**config.mk**
```make
export PLATFORM = sky130hd
export DESIGN_NAME = pipe_mem_ls
export DESIGN_NICKNAME = d
export VERILOG_FILES = /design/src/rtl/pipe_mem_ls.sv
export SDC_FILE = /design/constraint.sdc
export NUM_CORES = 1
export LEC_CHECK = 0
export BUFFER_PORTS_ARGS = -buffer_cell sky130_fd_sc_hd__buf_2
export CAP_MARGIN = 10
export CORE_MARGIN = 5
export CORE_UTILIZATION = 47
export CTS_BUF_LIST = sky130_fd_sc_hd__clkbuf_4 sky130_fd_sc_hd__clkbuf_8
export DETAILED_ROUTE_END_ITERATION = 8
export PLACE_DENSITY = 0.8
export SLEW_MARGIN = 20
export SYNTH_ARGS = -nofsm -noshare
export SYNTH_HDL_FRONTEND = slang
export SYNTH_SLANG_ARGS = --single-unit
```
**constraint.sdc**
```tcl
create_clock -name clk -period 2 [get_ports clk]
set_input_delay 0.4 -clock clk [delete_from_list [all_inputs] [get_ports clk]]
set_output_delay 0.4 -clock clk [all_outputs]
set_load 0.1 [all_outputs]
```
**src/rtl/pipe_mem_ls.sv**
```systemverilog
// -----------------------------------------------------------------------------
// pipe_mem_ls -- MEM pipeline stage between EXE and WB.
//
// Holds one instruction in a stage register. Loads and stores talk to data
// memory over a request/response port whose latency can vary. Byte and half
// accesses are supported, with signed or unsigned loads. Misaligned accesses
// raise an address exception when the instruction is captured. The result for
// WB comes from the ALU, the load data, HI or LO. A pending flag tells EXE
// stall logic that a load result is not available yet.
//
// Ports
//   clk, rst          clock, synchronous active-high reset
//   flush             kill the instruction in this stage (exception/eret in WB)
//   ex_wb             WB takes an exception this cycle; no new request issues
//   exe_mem_validto   EXE presents a valid instruction
//   mem_allowin       this stage can accept an instruction this cycle
//   wb_allowin        WB can accept an instruction this cycle
//   mem_wb_validto    valid instruction presented to WB
//   *_in              instruction fields captured from EXE
//   dreq_*            data-memory request channel (valid/ready handshake)
//   drsp_*            data-memory response channel (one response per request)
//   pc .. badvaddr    instruction fields presented to WB
//   fwd_valid         rdc_mem/wb_result can be forwarded to EXE
//   fwd_pending       load in the stage whose data has not returned yet
// -----------------------------------------------------------------------------
module pipe_mem_ls #(
  parameter int         PADDR_W  = 32,
  parameter int         RDC_W    = 5,
  parameter logic [4:0] EXC_ADEL = 5'h04,
  parameter logic [4:0] EXC_ADES = 5'h05
) (
  input  logic               clk,
  input  logic               rst,
  input  logic               flush,
  input  logic               ex_wb,
  input  logic               exe_mem_validto,
  output logic               mem_allowin,
  input  logic               wb_allowin,
  output logic               mem_wb_validto,
  input  logic [31:0]        pc_in,
  input  logic [31:0]        alu_result_in,
  input  logic [31:0]        rt_in,
  input  logic [31:0]        hi_in,
  input  logic [31:0]        lo_in,
  input  logic               ld_in,
  input  logic               st_in,
  input  logic [1:0]         size_in,
  input  logic               sext_in,
  input  logic [1:0]         rd_mux_sel_in,
  input  logic               rf_we_in,
  input  logic [RDC_W-1:0]   rdc_in,
  input  logic               ex_in,
  input  logic [4:0]         ex_code_in,
  output logic               dreq_valid,
  input  logic               dreq_ready,
  output logic               dreq_we,
  output logic [3:0]         dreq_wstrb,
  output logic [PADDR_W-1:0] dreq_addr,
  output logic [31:0]        dreq_wdata,
  input  logic               drsp_valid,
  input  logic [31:0]        drsp_rdata,
  output logic [31:0]        pc,
  output logic [31:0]        wb_result,
  output logic [RDC_W-1:0]   rdc_mem,
  output logic               rf_we,
  output logic               ex,
  output logic [4:0]         ex_code,
  output logic [31:0]        badvaddr,
  output logic               fwd_valid,
  output logic               fwd_pending
);

  typedef enum logic [1:0] {
    S_IDLE,    // no request outstanding
    S_WAIT,    // request accepted, waiting for the response
    S_DONE,    // response latched, result ready for WB
    S_CANCEL   // instruction flushed while waiting; drain the response
  } state_t;

  localparam logic [1:0] SZ_BYTE = 2'd0;
  localparam logic [1:0] SZ_HALF = 2'd1;
  localparam logic [1:0] SZ_WORD = 2'd2;

  localparam logic [1:0] SEL_ALU  = 2'd0;
  localparam logic [1:0] SEL_LOAD = 2'd1;
  localparam logic [1:0] SEL_HI   = 2'd2;

  state_t state, state_next;

  logic             mem_valid;
  logic             ready_go;
  logic             need_access;
  logic             capture;
  logic             misalign;

  logic [31:0]      pc_r, alu_r, rt_r, hi_r, lo_r, rdata_r, badvaddr_r;
  logic             ld_r, st_r, sext_r, rf_we_r, ex_r;
  logic [1:0]       size_r, sel_r;
  logic [RDC_W-1:0] rdc_r;
  logic [4:0]       ex_code_r;

  logic [7:0]       load_byte;
  logic [15:0]      load_half;
  logic [31:0]      load_data;

  // An excepting instruction never touches memory, and a flush or a WB
  // exception must stop a request from being issued in the same cycle.
  assign need_access = mem_valid && (ld_r || st_r) && !ex_r && !flush && !ex_wb;

  // ---------------------------------------------------------------------------
  // Access FSM
  // ---------------------------------------------------------------------------
  // NOTE: sequential state uses non-blocking assignments so every register
  // samples values from before the edge, independent of block ordering.
  always_ff @(posedge clk) begin
    if (rst) begin
      state     <= S_IDLE;
      mem_valid <= 1'b0;
    end else begin
      state <= state_next;
      if (flush)
        mem_valid <= 1'b0;
      else if (mem_allowin)
        mem_valid <= exe_mem_validto;
    end
  end

  // NOTE: every output of this block gets a default first; a path that left
  // one unassigned would infer a latch.
  always_comb begin
    state_next = state;
    dreq_valid = 1'b0;
    ready_go   = 1'b0;
    unique case (state)
      S_IDLE: begin
        if (need_access) begin
          dreq_valid = 1'b1;
          if (dreq_ready)
            state_next = S_WAIT;
        end else begin
          ready_go = 1'b1;
        end
      end
      S_WAIT: begin
        // A response arriving together with the flush is simply dropped.
        if (flush)
          state_next = drsp_valid ? S_IDLE : S_CANCEL;
        else if (drsp_valid)
          state_next = S_DONE;
      end
      S_DONE: begin
        ready_go = 1'b1;
        if (flush || wb_allowin)
          state_next = S_IDLE;
      end
      S_CANCEL: begin
        if (drsp_valid)
          state_next = S_IDLE;
      end
    endcase
  end

  // The stage stays closed while a cancelled request is still outstanding,
  // so its response can never be mistaken for a newer request's data.
  assign mem_allowin    = (state != S_CANCEL) && (!mem_valid || (ready_go && wb_allowin));
  assign mem_wb_validto = mem_valid && ready_go && !flush;

  // ---------------------------------------------------------------------------
  // Stage register
  // ---------------------------------------------------------------------------
  assign capture  = exe_mem_validto && mem_allowin;
  assign misalign = (ld_in || st_in) &&
                    (((size_in == SZ_HALF) && alu_result_in[0]) ||
                     ((size_in == SZ_WORD) && (alu_result_in[1:0] != 2'b00)));

  // NOTE: the data fields are reset as well; they drive WB outputs directly,
  // and a known value after reset keeps those outputs quiet.
  always_ff @(posedge clk) begin
    if (rst) begin
      pc_r       <= '0;
      alu_r      <= '0;
      rt_r       <= '0;
      hi_r       <= '0;
      lo_r       <= '0;
      ld_r       <= 1'b0;
      st_r       <= 1'b0;
      size_r     <= '0;
      sext_r     <= 1'b0;
      sel_r      <= '0;
      rf_we_r    <= 1'b0;
      rdc_r      <= '0;
      ex_r       <= 1'b0;
      ex_code_r  <= '0;
      badvaddr_r <= '0;
      rdata_r    <= '0;
    end else begin
      if (capture) begin
        pc_r       <= pc_in;
        alu_r      <= alu_result_in;
        rt_r       <= rt_in;
        hi_r       <= hi_in;
        lo_r       <= lo_in;
        ld_r       <= ld_in;
        st_r       <= st_in;
        size_r     <= size_in;
        sext_r     <= sext_in;
        sel_r      <= rd_mux_sel_in;
        rdc_r      <= rdc_in;
        ex_r       <= ex_in || misalign;
        rf_we_r    <= rf_we_in && !ex_in && !misalign;
        // An upstream exception is older than the alignment check and wins.
        if (ex_in)
          ex_code_r <= ex_code_in;
        else if (misalign)
          ex_code_r <= ld_in ? EXC_ADEL : EXC_ADES;
        else
          ex_code_r <= ex_code_in;
        badvaddr_r <= (ex_in || misalign) ? alu_result_in : 32'd0;
      end
      if (state == S_WAIT && drsp_valid && !flush)
        rdata_r <= drsp_rdata;
    end
  end

  // ---------------------------------------------------------------------------
  // Request channel: word-aligned address, store data replicated across lanes
  // ---------------------------------------------------------------------------
  assign dreq_addr = {alu_r[PADDR_W-1:2], 2'b00};
  assign dreq_we   = st_r;

  always_comb begin
    dreq_wstrb = 4'b0000;
    dreq_wdata = rt_r;
    if (st_r) begin
      unique case (size_r)
        SZ_BYTE: begin
          dreq_wstrb = 4'b0001 << alu_r[1:0];
          dreq_wdata = {4{rt_r[7:0]}};
        end
        SZ_HALF: begin
          dreq_wstrb = alu_r[1] ? 4'b1100 : 4'b0011;
          dreq_wdata = {2{rt_r[15:0]}};
        end
        default: begin
          dreq_wstrb = 4'b1111;
          dreq_wdata = rt_r;
        end
      endcase
    end
  end

  // ---------------------------------------------------------------------------
  // Load extraction and WB result
  // ---------------------------------------------------------------------------
  always_comb begin
    unique case (alu_r[1:0])
      2'd0:    load_byte = rdata_r[7:0];
      2'd1:    load_byte = rdata_r[15:8];
      2'd2:    load_byte = rdata_r[23:16];
      default: load_byte = rdata_r[31:24];
    endcase
    load_half = alu_r[1] ? rdata_r[31:16] : rdata_r[15:0];
    unique case (size_r)
      SZ_BYTE: load_data = {{24{sext_r & load_byte[7]}}, load_byte};
      SZ_HALF: load_data = {{16{sext_r & load_half[15]}}, load_half};
      default: load_data = rdata_r;
    endcase
  end

  always_comb begin
    unique case (sel_r)
      SEL_ALU:  wb_result = alu_r;
      SEL_LOAD: wb_result = load_data;
      SEL_HI:   wb_result = hi_r;
      default:  wb_result = lo_r;
    endcase
  end

  assign pc       = pc_r;
  assign rdc_mem  = rdc_r;
  assign rf_we    = rf_we_r;
  assign ex       = ex_r;
  assign ex_code  = ex_code_r;
  assign badvaddr = badvaddr_r;

  // A load result is only forwardable once its data has been latched.
  assign fwd_valid   = mem_valid && rf_we_r && (!ld_r || state == S_DONE);
  assign fwd_pending = mem_valid && ld_r && rf_we_r && (state != S_DONE);

endmodule

```
==> impl_metrics.toml, run 1 <==
[worst_setup_path]
cp-start-kind = "flop"
crit_chain = "mux2_4 -> a22oi_2 -> o21a_4 -> a221oi_2 -> a221o_4 -> buf_12"
worstReg2RegStart = "dreq_we$_SDFFE_PP0P_"
cp_max_fo = 5
slowest_delay_ns = 0.36
arrival_ns = 2.28
worstPathRequired_ns = 1.60
slowest_stage = "dfxtp_4"
ff2ff_setup_slack_ns = -0.01
end_kind = "primary output"
worstSetupPathType = "flop to primary output"
ff2ff_path_depth = 9
r2r_end = "rt_r[9]$_SDFFE_PP0P_"

[grt]
antenna_found_initial = 11
grt_pass1_wl_mm = 66.1
grt_overflow = 0
gr-usage-all-layers_pct = 31.7
grt_max_degree = 70
grt_pass1_vias = 11900

[clocking]
clock_path_buffers = 3
cts_tree = "built"
root_buffer = "clkbuf_8"
clock_sinks = 246
htree_levels = 2
clk_latency_ns = 0.56
numCtsBuffers = 43
cts.clk_slew.worst_paths_ns = 0.07
ctsHoldBuffers = 0

[floorplanning]
rows = 56
die-area_sq_um = 26600
pin_count = 401
die_y_um = 163
core_area_sq_um = 23300
die_w_um = 163
initial_core_util_pct = 47.4

[drt]
via_count = 12800
drc = 0
wl_per_cell_um = 22.3
first_iter_violations = 1382
drt_wl_total_mm = 50.0
vias_per_cell = 5.71
first_pass_iters = 5
ant_nets = 0

[timing]
setup_viol_count_final = 66
post-route-period-util_pct = 134
clock.fmax_mhz = 373
setup_tns_ns = -25.12
worst_pin_slew_ns = 0.547
finClkSkew_ns = 0.0335
report.final.slew_viol_count = 0
slew_headroom_pct = 63.8
rsz0062_at_grt = "true"
finalCriticalPeriod_ns = 2.68
timing.final.ws_setup_ns = -0.678
hold_violations = 0

[synthesis]
ys_warn_count = 0
syn-cell-area_sq_um = 11000
synth_cell_type_count = 47
synth_seq_cells = 246
ys_async_sr_fraction_pct = 0
synth_top_area_cell = "dfxtp_1"
synth_area_leaders = "dfxtp_1 (45%), nand2_1 (19%), a21oi_1 (11%)"
synth_cells = 1474
syn_avg_cell_area_sq_um = 7.47
synth_simple_gate_area_share_pct = 24.5
synth_top_flop_cell = "dfxtp_1"
synth_xor_xnor_area_share_pct = 0.0795
synth_compound_gate_area_share_pct = 17.6
synth_top_family_by_area = "simple AND/OR/NAND/NOR gates"
synthMuxAreaShare_pct = 4.29
synth_edf_count = 0
synth_top_area_share_pct = 44.7
synth-adder-area-share_pct = 0
ys_seq_area_share_pct = 44.7

[placed_design]
io_buffer_count = 398
place_congestion = 0.938
dpl_cell_area_sq_um = 14800
hpwlAfterDp_mm = 31.4

[cells_and_area]
drive_above_1_share_pct = 42.5
nFillCells = 1588
final_nets = 2113
stdcell_area_sq_um = 17400
syn_to_final_growth_pct = 57.9

[power]
power_density_nw_per_um2 = 838
ir_drop_mv = 0.573
power_leakage_nw = 7.58
total_power_mw = 14.6

[outcome]
outcome = "finished, violations left"
failed_checks = "negative setup slack"

[min_path]
min-delay-start = "rt_in[30]"
min_to = "rt_r[30]$_SDFFE_PP0P_"
hold_depth = 3
hold_class = "primary input to flop"

[run]
maxCapViolations = 0
[report_power, final]
| group | total [mW] | leakage (nW) | switching (mW) | internal [mW] |
|---|---|---|---|---|
| clock network | 4.89 | 0.471 | 2.14 | 2.75 |
| logic | 4.33 | 5.08 | 2.96 | 1.37 |
| registers | 5.35 | 2.03 | 0.206 | 5.15 |
[final cells by class]
| class | instances | area, sq um | area share (%) |
|---|---|---|---|
| Timing Repair Buffer | 531 | 4740 | 27.3 |
| Clock inverter | 10 | 104 | 0.597 |
| Tap cell | 319 | 399 | 2.30 |
| Multi-Input combinational cell | 1060 | 6340 | 36.5 |
| Sequential cell | 246 | 4960 | 28.5 |
| Antenna cell | 8 | 20.0 | 0.115 |
| Inverter | 12 | 50.0 | 0.288 |
| Clock buffer | 60 | 776 | 4.46 |
[how the worst max path moves through the flow]
stage | slack [ns] | endpoint | cells after the start | startpoint
after global routing | -0.72 | wb_result[11] | 6 | alu_r[1]$_SDFFE_PP0P_
final | -0.68 | wb_result[11] | 6 | alu_r[1]$_SDFFE_PP0P_
after detailed placement | -0.32 | wb_result[31] | 7 | size_r[0]$_SDFFE_PP0P_
after floorplan | -0.35 | mem_wb_validto | 3 | dreq_we$_SDFFE_PP0P_
after CTS | -0.69 | wb_result[11] | 6 | alu_r[1]$_SDFFE_PP0P_
after global placement | -0.26 | wb_result[24] | 7 | size_r[0]$_SDFFE_PP0P_
[flip-flops by register name (all words and copies together) (netlist names), 32 cells and up]
name      cells
alu_r        32
badvaddr     32
hi_r         32
lo_r         32
pc           32
rdata_r      32
rt_r         32
[critical path, delay by kind of cell (launching register included)]
kind,cells,cell delay [ns]
DFF,1,0.36
buffers and inverters,1,0.18
AOI/OAI and AO/OA,4,0.87
muxes,1,0.31
[stage by stage]
stage	hold WS (ns)	cells	setup WS, ns	util (%)
2_1_floorplan	0.433	1475	-0.345	-
3_3_place_gp	0.435	2106	-0.257	63.5
3_5_place_dp	0.443	2106	-0.318	63.5
4_1_cts	0.0490	2204	-0.691	71.1
5_1_grt	0.0652	2246	-0.723	74.8
6_report	0.0697	2246	-0.678	74.8
[cell usage in the layout, fill, tap and decap left out, types with 5 or more instances in the layout]
cell,netlist,layout
buf_6,13,21
buf_8,0,6
a21oi_4,0,6
a22oi_1,8,6
a21oi_2,1,13
clkbuf_4,0,8
or3b_2,16,9
nand3_1,37,35
clkbuf_16,0,13
nand2_4,0,18
o21ai_0,41,29
o21ai_4,0,11
buf_2,33,332
dfxtp_4,0,8
a21oi_1,246,228
clkbuf_8,0,53
buf_4,51,65
buf_16,0,7
nor2_1,37,27
mux2_4,1,18
nand2_1,544,502
nand2_2,0,23
mux2_2,30,13
diode_2,0,8
buf_12,0,85
a221oi_2,0,5
inv_1,12,11
dfxtp_1,246,234
nor2_4,0,8
or3b_4,0,7
a31oi_4,0,17
o221ai_2,0,6
clkinv_2,0,7
[synth_stat cells (2+ instances only)]
master	n
nand2_1	544
a21oi_1	246
dfxtp_1	246
clkbuf_1	59
buf_4	51
o21ai_0	41
nand3_1	37
nor2_1	37
buf_2	33
mux2_2	30
a31oi_1	19
or3b_2	16
buf_6	13
inv_1	12
mux2i_1	12
a221oi_1	8
a22oi_1	8
nor2b_1	8
o221ai_1	7
nor3_1	6
a221o_1	4
a32oi_1	4
nand2b_1	3
a22oi_2	2
and3_1	2
o211a_1	2
o21a_1	2
or2_2	2
or3_1	2
[kinds of logic (layout without fill, tap and decap cells)]
family,count (synthesis),in the layout
and+or+nand+nor,664,664
AOI/OAI and AO/OA,350,350
DFF,246,246
buffers and inverters,169,613
muxes,43,43
other,1,10
xor gates and xnor gates,1,1
[per-layer routing]
| layer | share of wire, % | vias up | global-route usage, % |
|---|---|---|---|
| met5 | 0.060 | - | 0 |
| met4 | 7.3 | 6 | 17.3 |
| met3 | 12 | 243 | 10.0 |
| met2 | 47 | 891 | 53.4 |
| met1 | 34 | 5960 | 35.8 |
| li1 | - | 5715 | - |
[timing repair]
action                     in CTS  in global routing
gates cloned                    4                 18
pin swaps                      37                 32
resized for setup             139                 79
setup endpoints to repair      65                264
setup buffers                  24                 23
Note: power is estimated with default switching activity, not from simulation.
==> inputs of run 2 (changes only) <==
--- a/config.mk
+++ b/config.mk
@@ -6,12 +6,13 @@
 export NUM_CORES = 1
 export LEC_CHECK = 0
 export BUFFER_PORTS_ARGS = -buffer_cell sky130_fd_sc_hd__buf_2
-export CAP_MARGIN = 10
+export CAP_MARGIN = 20
 export CORE_MARGIN = 5
 export CORE_UTILIZATION = 47
 export CTS_BUF_LIST = sky130_fd_sc_hd__clkbuf_4 sky130_fd_sc_hd__clkbuf_8
 export DETAILED_ROUTE_END_ITERATION = 8
 export PLACE_DENSITY = 0.8
+export SKIP_CTS_REPAIR_TIMING = 1
 export SLEW_MARGIN = 20
 export SYNTH_ARGS = -nofsm -noshare
 export SYNTH_HDL_FRONTEND = slang
==> impl_metrics.toml, run 2 (synthesis gave the netlist of run 1 again) <==
[outcome]
outcome = "finished, violations left"
failed_checks = "negative setup slack"

[timing]
post-route-period-util_pct = 134
slew_headroom_pct = 62.4
worst_pin_slew_ns = 0.558
rsz0062_at_grt = "true"
clock.fmax_mhz = 372
finClkSkew_ns = 0.0291
timing.final.ws_setup_ns = -0.686
hold_violations = 0
setup_viol_count_final = 63
finalCriticalPeriod_ns = 2.69
report.final.slew_viol_count = 0

[worst_setup_path]
worstSetupPathType = "flop to primary output"
arrival_ns = 2.29
ff2ff_setup_slack_ns = 0.10
worstReg2RegStart = "state[1]$_SDFFE_PP0P_"
worstPathRequired_ns = 1.60
ff2ff_path_depth = 7
cp-startpoint = "alu_r[1]$_SDFFE_PP0P_"
cp-start-kind = "flop"
cp_max_fo = 5
r2r_end = "ex_code[3]$_SDFFE_PP0P_"
end_kind = "primary output"

[power]
ir_drop_mv = 0.555
combPwrFrac_pct = 28.3
sequentialPowerShare_pct = 37.5
power_density_nw_per_um2 = 859
total_power_mw = 14.2
p_sw_mw = 5.14
power_leakage_nw = 7.24
p_sw_share_pct = 36.0
p_clk_share_pct = 34.2
p_int_mw = 9.11

[min_path]
hold_class = "primary input to flop"
min_to = "state[0]$_SDFFE_PP0P_"
hold_depth = 3
min-delay-start = "dreq_ready"

[drt]
vias_per_cell = 5.50
ant_nets = 0
drt_wl_total_mm = 44.7
first_pass_iters = 6
wl_per_cell_um = 20.2
first_iter_violations = 1115
via_count = 12200
drc = 0

[clocking]
clock_sinks = 246
clock_path_buffers = 3
root_buffer = "clkbuf_8"
cts.clk_slew.worst_paths_ns = 0.06
clk_latency_ns = 0.56
cts_tree = "built"
htree_levels = 2
numCtsBuffers = 43

[floorplanning]
pin_count = 401
die_y_um = 163
initial_core_util_pct = 47.4
die-area_sq_um = 26600
core_area_sq_um = 23300
die_w_um = 163
rows = 56

[placed_design]
io_buffer_count = 398
dpl_cell_area_sq_um = 14800
hpwlAfterDp_mm = 31.4
post-place-ws_ns = -0.318
place_congestion = 0.938

[cells_and_area]
syn_to_final_growth_pct = 50.6
stdcell_area_sq_um = 16600
final_nets = 2087
drive_above_1_share_pct = 40.0
nFillCells = 1720
layout_commonest_cell = "nand2_1"
utilization_pct = 71.3
final_cell_mix = "nand2_1 (513), buf_2 (332), a21oi_1 (243)"

[grt]
grt_overflow = 0
gr-usage-all-layers_pct = 30.2
grt_pass1_vias = 11500
antenna_found_initial = 8
grt_pass1_wl_mm = 63.4
grt_max_degree = 70

[run]
maxCapViolations = 0
==> run 2: changes by cell type in the layout (fill, tap and decap cells not counted), sizes merged <==
cell    delta
clkbuf     -9
diode      -1
buf       -16
bufbuf     -1
==> run 2: how the worst max path moves through the flow <==
stage	slack (ns)	endpoint	cells past startpoint
final	-0.69	wb_result[11]	6
after global routing	-0.74	wb_result[11]	6
after CTS	-0.92	wb_result[31]	7
after detailed placement	-0.32	wb_result[31]	7
after global placement	-0.26	wb_result[24]	7
after floorplan	-0.35	mem_wb_validto	3
==> run 2: power groups by stage <==
stage	Sequential, mW	Clock [mW]	Combinational [mW]
floorplan	6.00	0	2.13
global placement	5.42	0	3.74
detailed placement	5.43	0	3.77
finish	5.34	4.87	4.04
global route	5.36	5.17	4.18
CTS	5.33	4.89	3.78
==> run 2: final cells by class <==
| class | instances | area [sq um] | share of cell area, % |
|---|---|---|---|
| antenna | 7 | 17.5 | 0.106 |
| multi-input combinational | 1060 | 6120 | 36.9 |
| timing repair buffer | 505 | 4170 | 25.1 |
| inverter | 12 | 50.0 | 0.302 |
| clock inverter | 10 | 104 | 0.626 |
| tap | 319 | 399 | 2.41 |
| clock buffer | 60 | 776 | 4.68 |
| sequential | 246 | 4960 | 29.9 |
==> run 2: layer usage <==
layer,wire (um),share of wire [%],GRT usage (%),vias up
met5,28,0.063,0,-
met4,2250,5.0,14.1,6
met3,4510,10,10.0,150
met2,21800,49,51.0,685
met1,16100,36,34.5,5729
li1,-,-,-,5642
==> run 2: worst max-delay path, stage by stage, from the launching register on <==
cell and delay (ns):
dfxtp_4 0.37, mux2_4 0.31, a22oi_2 0.24, o21a_4 0.20, a221oi_2 0.08, a221o_4 0.37
buf_12 0.18
==> run 2: stage by stage <==
stage                     setup TNS [ns]  instances  hold slack, ns
after floorplan                    -5.82       1475           0.433
after global placement             -4.98       2106           0.435
after detailed placement           -5.94       2106           0.443
after CTS                         -37.05       2176          0.0491
after global routing              -27.87       2218          0.0649
final                             -25.20       2219          0.0762
